<file path="config.mk">
export PLATFORM = sky130hd
export DESIGN_NAME = seg_scan_ctrl
export DESIGN_NICKNAME = d
export VERILOG_FILES = /design/src/rtl/seg_scan_ctrl.sv
export SDC_FILE = /design/constraint.sdc
export NUM_CORES = 1
export LEC_CHECK = 0
export CAP_MARGIN = 20
export CORE_ASPECT_RATIO = 0.8
export CORE_MARGIN = 2
export CORE_UTILIZATION = 50
export CTS_CLUSTER_DIAMETER = 40
export DETAILED_ROUTE_END_ITERATION = 12
export PLACE_DENSITY = 0.72
export SYNTH_ARGS = -nofsm -noshare
export SYNTH_HDL_FRONTEND = slang
export SYNTH_SLANG_ARGS = --single-unit
</file>
<file path="constraint.sdc">
create_clock -name clk -period 2.6 [get_ports clk]
set_input_delay 0.39 -clock clk [delete_from_list [all_inputs] [get_ports clk]]
set_output_delay 0.39 -clock clk [all_outputs]
set_load 0.1 [all_outputs]
</file>
<file path="src/rtl/seg_scan_ctrl.sv">
// Scan controller for an 8-digit seven-segment display: double-buffered digit
// storage, slot/guard timing and registered select/nibble/blank outputs for the decoder.
module seg_scan_ctrl #(
  parameter int REFRESH_DIV = 100000,
  parameter int GUARD_CYC   = 16
) (
  input  logic       clk,
  input  logic       rst_n,
  input  logic       wr_en,
  input  logic [2:0] wr_addr,
  input  logic [3:0] wr_data,
  input  logic       commit,
  input  logic [7:0] digit_en,
  output logic [3:0] num,
  output logic [2:0] sel,
  output logic       blank,
  output logic       frame_tick,
  output logic       commit_pend,
  output logic       commit_done,
  output logic       o_dbg_state
);

  localparam int DIV_W      = (REFRESH_DIV > 2) ? $clog2(REFRESH_DIV) : 1;
  localparam int GRD_W      = (GUARD_CYC > 1) ? $clog2(GUARD_CYC) : 1;
  localparam int GUARD_LAST = (GUARD_CYC > 0) ? GUARD_CYC - 1 : 0;
  localparam logic [DIV_W-1:0] DIV_LAST = DIV_W'(REFRESH_DIV - 1);
  localparam logic [GRD_W-1:0] GRD_LAST = GRD_W'(GUARD_LAST);

  typedef enum logic {ST_GUARD = 1'b0, ST_SHOW = 1'b1} state_t;

  state_t             r_state;
  state_t             w_state_nxt;
  logic [DIV_W-1:0]   r_div_cnt;
  logic [GRD_W-1:0]   r_guard_cnt;
  logic [2:0]         r_sel;
  logic [3:0]         r_num;
  logic               r_blank;
  logic               r_tick;
  logic               r_done;
  logic               r_pend;
  logic [3:0]         r_shadow [8];
  logic [3:0]         r_active [8];

  logic               w_step;
  logic               w_wrap;
  logic               w_do_commit;
  logic [2:0]         w_sel_nxt;
  logic [3:0]         w_num_nxt;
  logic               w_blank_nxt;

  // Commit protocol: commit is a one-cycle request with no ready; it is latched
  // into r_pend and consumed at the next frame wrap, where commit_done pulses.
  always_comb begin
    w_step      = (r_div_cnt == DIV_LAST);
    w_wrap      = w_step && (r_sel == 3'd7);
    w_do_commit = w_wrap && (r_pend || commit);
    w_sel_nxt   = w_step ? r_sel + 3'd1 : r_sel;
    w_state_nxt = r_state;
    if (w_step) begin
      w_state_nxt = (GUARD_CYC == 0) ? ST_SHOW : ST_GUARD;
    end else if (r_state == ST_GUARD &&
                 (GUARD_CYC == 0 || r_guard_cnt == GRD_LAST)) begin
      w_state_nxt = ST_SHOW;
    end
    // On a committing wrap, look through to shadow so digit 0 shows the new value at once.
    w_num_nxt   = w_do_commit ? r_shadow[w_sel_nxt] : r_active[w_sel_nxt];
    w_blank_nxt = (w_state_nxt == ST_GUARD) || !digit_en[w_sel_nxt];
  end

  always_ff @(posedge clk or negedge rst_n) begin
    if (!rst_n) begin
      r_state     <= ST_GUARD;
      r_div_cnt   <= '0;
      r_guard_cnt <= '0;
      r_sel       <= 3'd0;
      r_num       <= 4'd0;
      r_blank     <= 1'b1;
      r_tick      <= 1'b0;
      r_done      <= 1'b0;
      r_pend      <= 1'b0;
      for (int i = 0; i < 8; i++) begin
        r_shadow[i] <= 4'd0;
        r_active[i] <= 4'd0;
      end
    end else begin
      r_state   <= w_state_nxt;
      r_div_cnt <= w_step ? '0 : r_div_cnt + DIV_W'(1);
      if (w_step) begin
        r_guard_cnt <= '0;
      end else if (r_state == ST_GUARD && r_guard_cnt != GRD_LAST) begin
        r_guard_cnt <= r_guard_cnt + GRD_W'(1);
      end
      r_sel   <= w_sel_nxt;
      r_num   <= w_num_nxt;
      r_blank <= w_blank_nxt;
      r_tick  <= w_wrap;
      r_done  <= w_do_commit;
      r_pend  <= w_do_commit ? 1'b0 : (r_pend || commit);
      if (w_do_commit) begin
        for (int i = 0; i < 8; i++) begin
          r_active[i] <= r_shadow[i];
        end
      end
      if (wr_en) begin
        r_shadow[wr_addr] <= wr_data;
      end
    end
  end

  assign num         = r_num;
  assign sel         = r_sel;
  assign blank       = r_blank;
  assign frame_tick  = r_tick;
  assign commit_pend = r_pend;
  assign commit_done = r_done;
  assign o_dbg_state = r_state;

endmodule

</file>
# After elaboration in Yosys (flattened, before gate mapping)
# Cells that the tools add are included.
# op_classes
addsub	3
eq_ne	4
n_reduce_logical	9
n_mux	19
bitwise	4
n_lt_le_gt_ge	4
# ops
op	n
$bwmux 32	1
$mux 4	8
$bmux 4 s3	2
$add 17x1->17 const B	1
$eq 17x17->1 const B	1
$mux 17	1
$demux 4 s3	1
$ge 4x4->1 const B	2
$not 3->4	2
$logic_and 1x1->1	5
$add 4x1->4 const B	1
$eq 4x4->1 const B	1
$lt 3x4->1 const B	1
$lt 4x1->1 const B	1
$mux 1	4
$ne 4x4->1 const B	1
$add 3x1->3 const B	1
$bmux 1 s3	1
$eq 3x3->1 const B	1
$mux 3	1
$logic_or 1x1->1	2
$not 1->1	2
$reduce_bool 2->1	1
$logic_not 1->1	1
# word_totals
wordCells	68
register_bits	97

# Longest topological paths before layout
# Gate-level depths: netlist (run 1).
# logic_depth
ltp_word	7
mapped_depth	10
depth_no_buf	7

# Least setup slack after synthesis (run 1)
# Ideal clock, no wire load.
# synth_timing
path_kind	register to register
from	reg r_sel[0], in the netlist sel[0]
to	reg r_num[0], in the netlist num[0]
setup_time_ns	0.152
stages_incl_launch_ff	9
arrival_ns	2.863
path_slack_ns	-0.414
required_ns	2.448
cell_sequence	dfrtp_1 > ha_1 > ha_1 > clkbuf_1 > clkbuf_1 > clkbuf_1 > mux4_2 > mux2i_1 > a22oi_1
# synth_via
elab_chain_len	7
elab_cells_between_ends	13
classes_between	add/sub: 1; eq/ne: 1; mux: 8; bitwise: 1; reduce/logical: 2
# synth_rtl
item	line_no	rtl
from (decl)	35	logic [2:0] r_sel;
from (signal assigned)	93	r_sel <= w_sel_nxt;
$add 3x1->3	57	w_sel_nxt = w_step ? r_sel + 3'd1 : r_sel;
$mux 3	57	
$not 3->4 (not written as such)	66	w_num_nxt = w_do_commit ? r_shadow[w_sel_nxt] : r_active[w_sel_nxt];
$bmux 4 s3	66	
$mux 4 (not written as such) (2 in a row)	66	
$mux 4 (*)	66	
named net w_num_nxt[0]	48	logic [3:0] w_num_nxt;
to (signal assigned)	94	r_num <= w_num_nxt;
to (decl)	36	logic [3:0] r_num;
# Mark *: on every way through the listed nets, which the timed path passes. The rest lies on a longest branch. The select of a mux whose other input is x is not followed.
# A chain may end at the register's enable or synchronous reset.

# Worst setup path after layout (run 1)
# layout_timing
from	reg r_div_cnt[11]
to	reg r_num[2], in the netlist num[2]
# layout_via
elab_chain_len	7
elab_cells_between_ends	12
classes_between	eq/ne: 1; mux: 8; bitwise: 1; reduce/logical: 2
# layout_rtl
item	line_no	rtl
from (decl)	33	logic [DIV_W-1:0] r_div_cnt;
from (signal assigned)	87	r_div_cnt <= w_step ? '0 : r_div_cnt + DIV_W'(1);
$eq 17x17->1 (*)	54	w_step = (r_div_cnt == DIV_LAST);
$mux 3 (*)	57	
named net w_sel_nxt[1]	47	logic [2:0] w_sel_nxt;
$not 3->4 (not written as such) (*)	66	
$bmux 4 s3	66	
$mux 4 (not written as such) (2 in a row)	66	
$mux 4 (*)	66	
named net w_num_nxt[2]	48	
# Marks and branches as above.

==> out/qor.yml, run 1 <==
status:
  status: "complete, but fails checks"
  violations: "hold timing"
die:
  num_rows: 31
  ioPinCount: 31
  start_util_pct: 51.91
  die_h_um: 91.02
  die_w_um: 112.8
  dieArea_um2: 10260
  core_um2: 9115
detailed_routing:
  wl_per_cell_um: 17.50
  wl_met1_mm: 4.601
  wl_met2_mm: 4.494
  postRouteAntennaNets: 0
  vias: 3260
  drc: 0
  wirelength_mm: 9.851
  drtIter0Drc: 188
  met3_length_um: 712
  drt-pass1-iter-count: 4
  post_drt_via_cell_ratio: 5.790
  routed.top_layer: "met4"
clock_tree:
  cts-root-buf: "clkbuf_16"
  h-tree-depth: 3
  tritoncts: "done"
  clk_latency_ns: 0.34
  cts_buffers: 9
  clock_sinks: 97
  clk_pin_slew_ns: 0.07
  cts_buffer_depth: 2
  cts_setup_buffers: 0
  post_cts_resize_count: 0
  ctsHoldBuffers: 0
finish:
  antenna_cells: 0
  stdcell_count: 563
  final_nets: 466
  drive_above_1_share_pct: 26.34
  final_util_pct: 60.77
  fillCellCount: 710
  area_growth_pct: 17.05
setup_path:
  cp.depth: 6
  rr_endpoint: "num[2]"
  crit_start: "r_div_cnt[11]"
  r2r_start: "r_div_cnt[11]"
  cp_max_fo: 5
  ff2ff_setup_slack_ns: 0.11
  critPathBufInv: 1
  cp.arrival_ns: 2.72
  crit_chain: "or4b_4, nor4_4, mux2i_2, clkinv_2, mux2_1, mux2_2"
  slowest_delay_ns: 0.54
  start_kind: "flip-flop"
  crit_type: "flip-flop to flip-flop"
  crit_required_ns: 2.82
  crit_family: "simple AND/OR/NAND/NOR gates"
  crit_slowest_cell: "or4b_4"
  cp-endpoint: "num[2]"
  reg2reg_depth: 6
  critPathCaptureType: "flip-flop"
global_route:
  grt_use_total_pct: 20.98
  antenna_found_initial: 0
  grt_pass1_vias: 3296
  grt_max_degree: 40
  grt_pass1_wl_mm: 16.87
  gr-total-overflow: 0
yosys:
  synth_ff_type: "dfrtp_1"
  synth_edf_count: 0
  yosysSeqAreaShare_pct: 51.32
  syn_area_um2: 4732
  synth_cell_types: 47
  yosysWarnings: 0
  syn_nets: 426
  async_flop_share_pct: 100.0
  synth.avg_cell_area_um2: 11.74
  syn_inst: 403
  synth_seq_cells: 97
pwr:
  powerDensity_nw_per_um2: 610.0
  ir_drop_mv: 0.4092
  p_leak_nw: 2.547
  totalPowerFinal_w: 0.003379
place:
  gp_congestion: 0.7607
  io_buffers: 30
  place.detailed.instances: 547
  dp_hpwl_mm: 6.889
  pre_cts_ws_ns: 0.08709
timing:
  clock_skew_ns: 0.01358
  worstMarginPinSlew_ns: 0.5037
  setup_ws_ns: 0.1059
  period_share_pct: 95.93
  drv_slew: 0
  fin_tns_setup_ns: 0
  min_period_ns: 2.494
  timing.hold.ws_ns: -0.003495
  hold_viol: 5
  setup_viol: 0
  fmax_ghz: 0.4009
  slew_headroom_pct: 66.16
  rsz0062_at_grt: "false"
min_path:
  min_path_type: "input port to asynchronous set/reset pin"
job:
  drv_cap: 0
[cell usage in the layout (no fill, tap or decap), types with 4 or more instances in the layout]
master and instances:
buf_4 29, nor2_1 19, nor2b_1 9, mux2_2 38, nand2_1 103, nand4_1 9, mux4_2 22, ha_1 4
clkdlybuf4s50_1 17, xor2_1 12, dfrtp_1 93, nor3_1 5, a211oi_1 4, xnor2_1 7, mux2i_1 8, clkbuf_16 9
[worst min-delay path by stage]
stage | endpoint | slack (ns) | startpoint | depth (start not counted)
6_report | r_shadow[15] | -0.003 | rst_n | 1
5_1_grt | r_shadow[17] | 0.02 | rst_n | 1
2_1_floorplan | commit_done | 0.09 | rst_n | 0
4_1_cts | r_shadow[17] | 0.01 | rst_n | 1
3_5_place_dp | r_shadow[31] | 0.38 | rst_n | 1
3_3_place_gp | r_shadow[15] | 0.37 | rst_n | 1
[metal layers]
| metal | vias up | track usage, % |
|---|---|---|
| met3 | 4 | 4.072 |
| met5 | - | 0 |
| met1 | 1644 | 31.82 |
| li1 | 1514 | - |
| met2 | 98 | 31.59 |
| met4 | 0 | 4.776 |
[layout make-up]
cell class	instances	area (um2)	share of cell area (%)
Inverter	5	20.02	0.3614
Multi-Input combinational cell	282	2192	39.58
Tap cell	115	143.9	2.598
Clock buffer	9	225.2	4.066
Timing Repair Buffer	48	427.9	7.725
Sequential cell	97	2432	43.91
Clock inverter	7	97.59	1.762
[where the power goes]
group / total (W) / leakage, nW / internal [W] / switching, W
sequential: 0.00174 / 1.24 / 0.00162 / 0.000125
combinational: 0.000252 / 1.15 / 0.000153 / 0.0000991
clock: 0.00138 / 0.158 / 0.000777 / 0.000605
total: 0.00338 / 2.55 / 0.00255 / 0.000829
[kinds of logic after synthesis]
family | Yosys count | share of synthesized area, %
and+or+nand+nor | 166 | 16.29
DFF | 97 | 51.32
muxes | 70 | 21.73
buffers and inverters | 24 | 2.353
AOI/OAI and AO/OA | 23 | 3.728
xor gates and xnor gates | 19 | 3.517
adders and majority gates | 4 | 1.058
[flip-flops by register name, summed over array words and instances, names as in the netlist]
name	cells
blank	1
commit_pend	1
commit_done	1
r_active	32
o_dbg_state	1
r_shadow	32
frame_tick	1
r_guard_cnt	4
num	4
r_div_cnt	17
sel	3
[synthesized netlist by cell type (3+ instances only)]
master | count | share of area (%)
inv_1 | 3 | 0.24
buf_2 | 10 | 1.1
o21ai_0 | 3 | 0.32
mux2_2 | 38 | 9.0
xnor2_1 | 7 | 1.3
a211oi_1 | 4 | 0.63
clkbuf_1 | 8 | 0.63
nand2_1 | 103 | 8.2
dfrtp_1 | 96 | 51
nor3_1 | 5 | 0.53
ha_1 | 4 | 1.1
xor2_1 | 12 | 2.2
nand4_1 | 9 | 1.2
mux2i_1 | 8 | 1.7
nor2b_1 | 9 | 1.2
nor2_1 | 19 | 1.5
nand3_1 | 3 | 0.32
mux4_2 | 22 | 10
nand4b_1 | 3 | 0.56
[through the flow]
step           area [um2]  hold slack, ns
3_5_place_dp         5216          0.3774
2_1_floorplan        4738         0.09441
4_1_cts              5539         0.01130
6_report             5539       -0.003495
5_1_grt              5539         0.02001
3_3_place_gp         5216          0.3717
No activity file was read; power rests on OpenSTA's default activity.
==> run 2, diff against run 1 <==
CAP_MARGIN = 40   (was 20)
==> results of run 2 <==
Same layout as run 1: the final DEF is identical, and so are final timing and power.
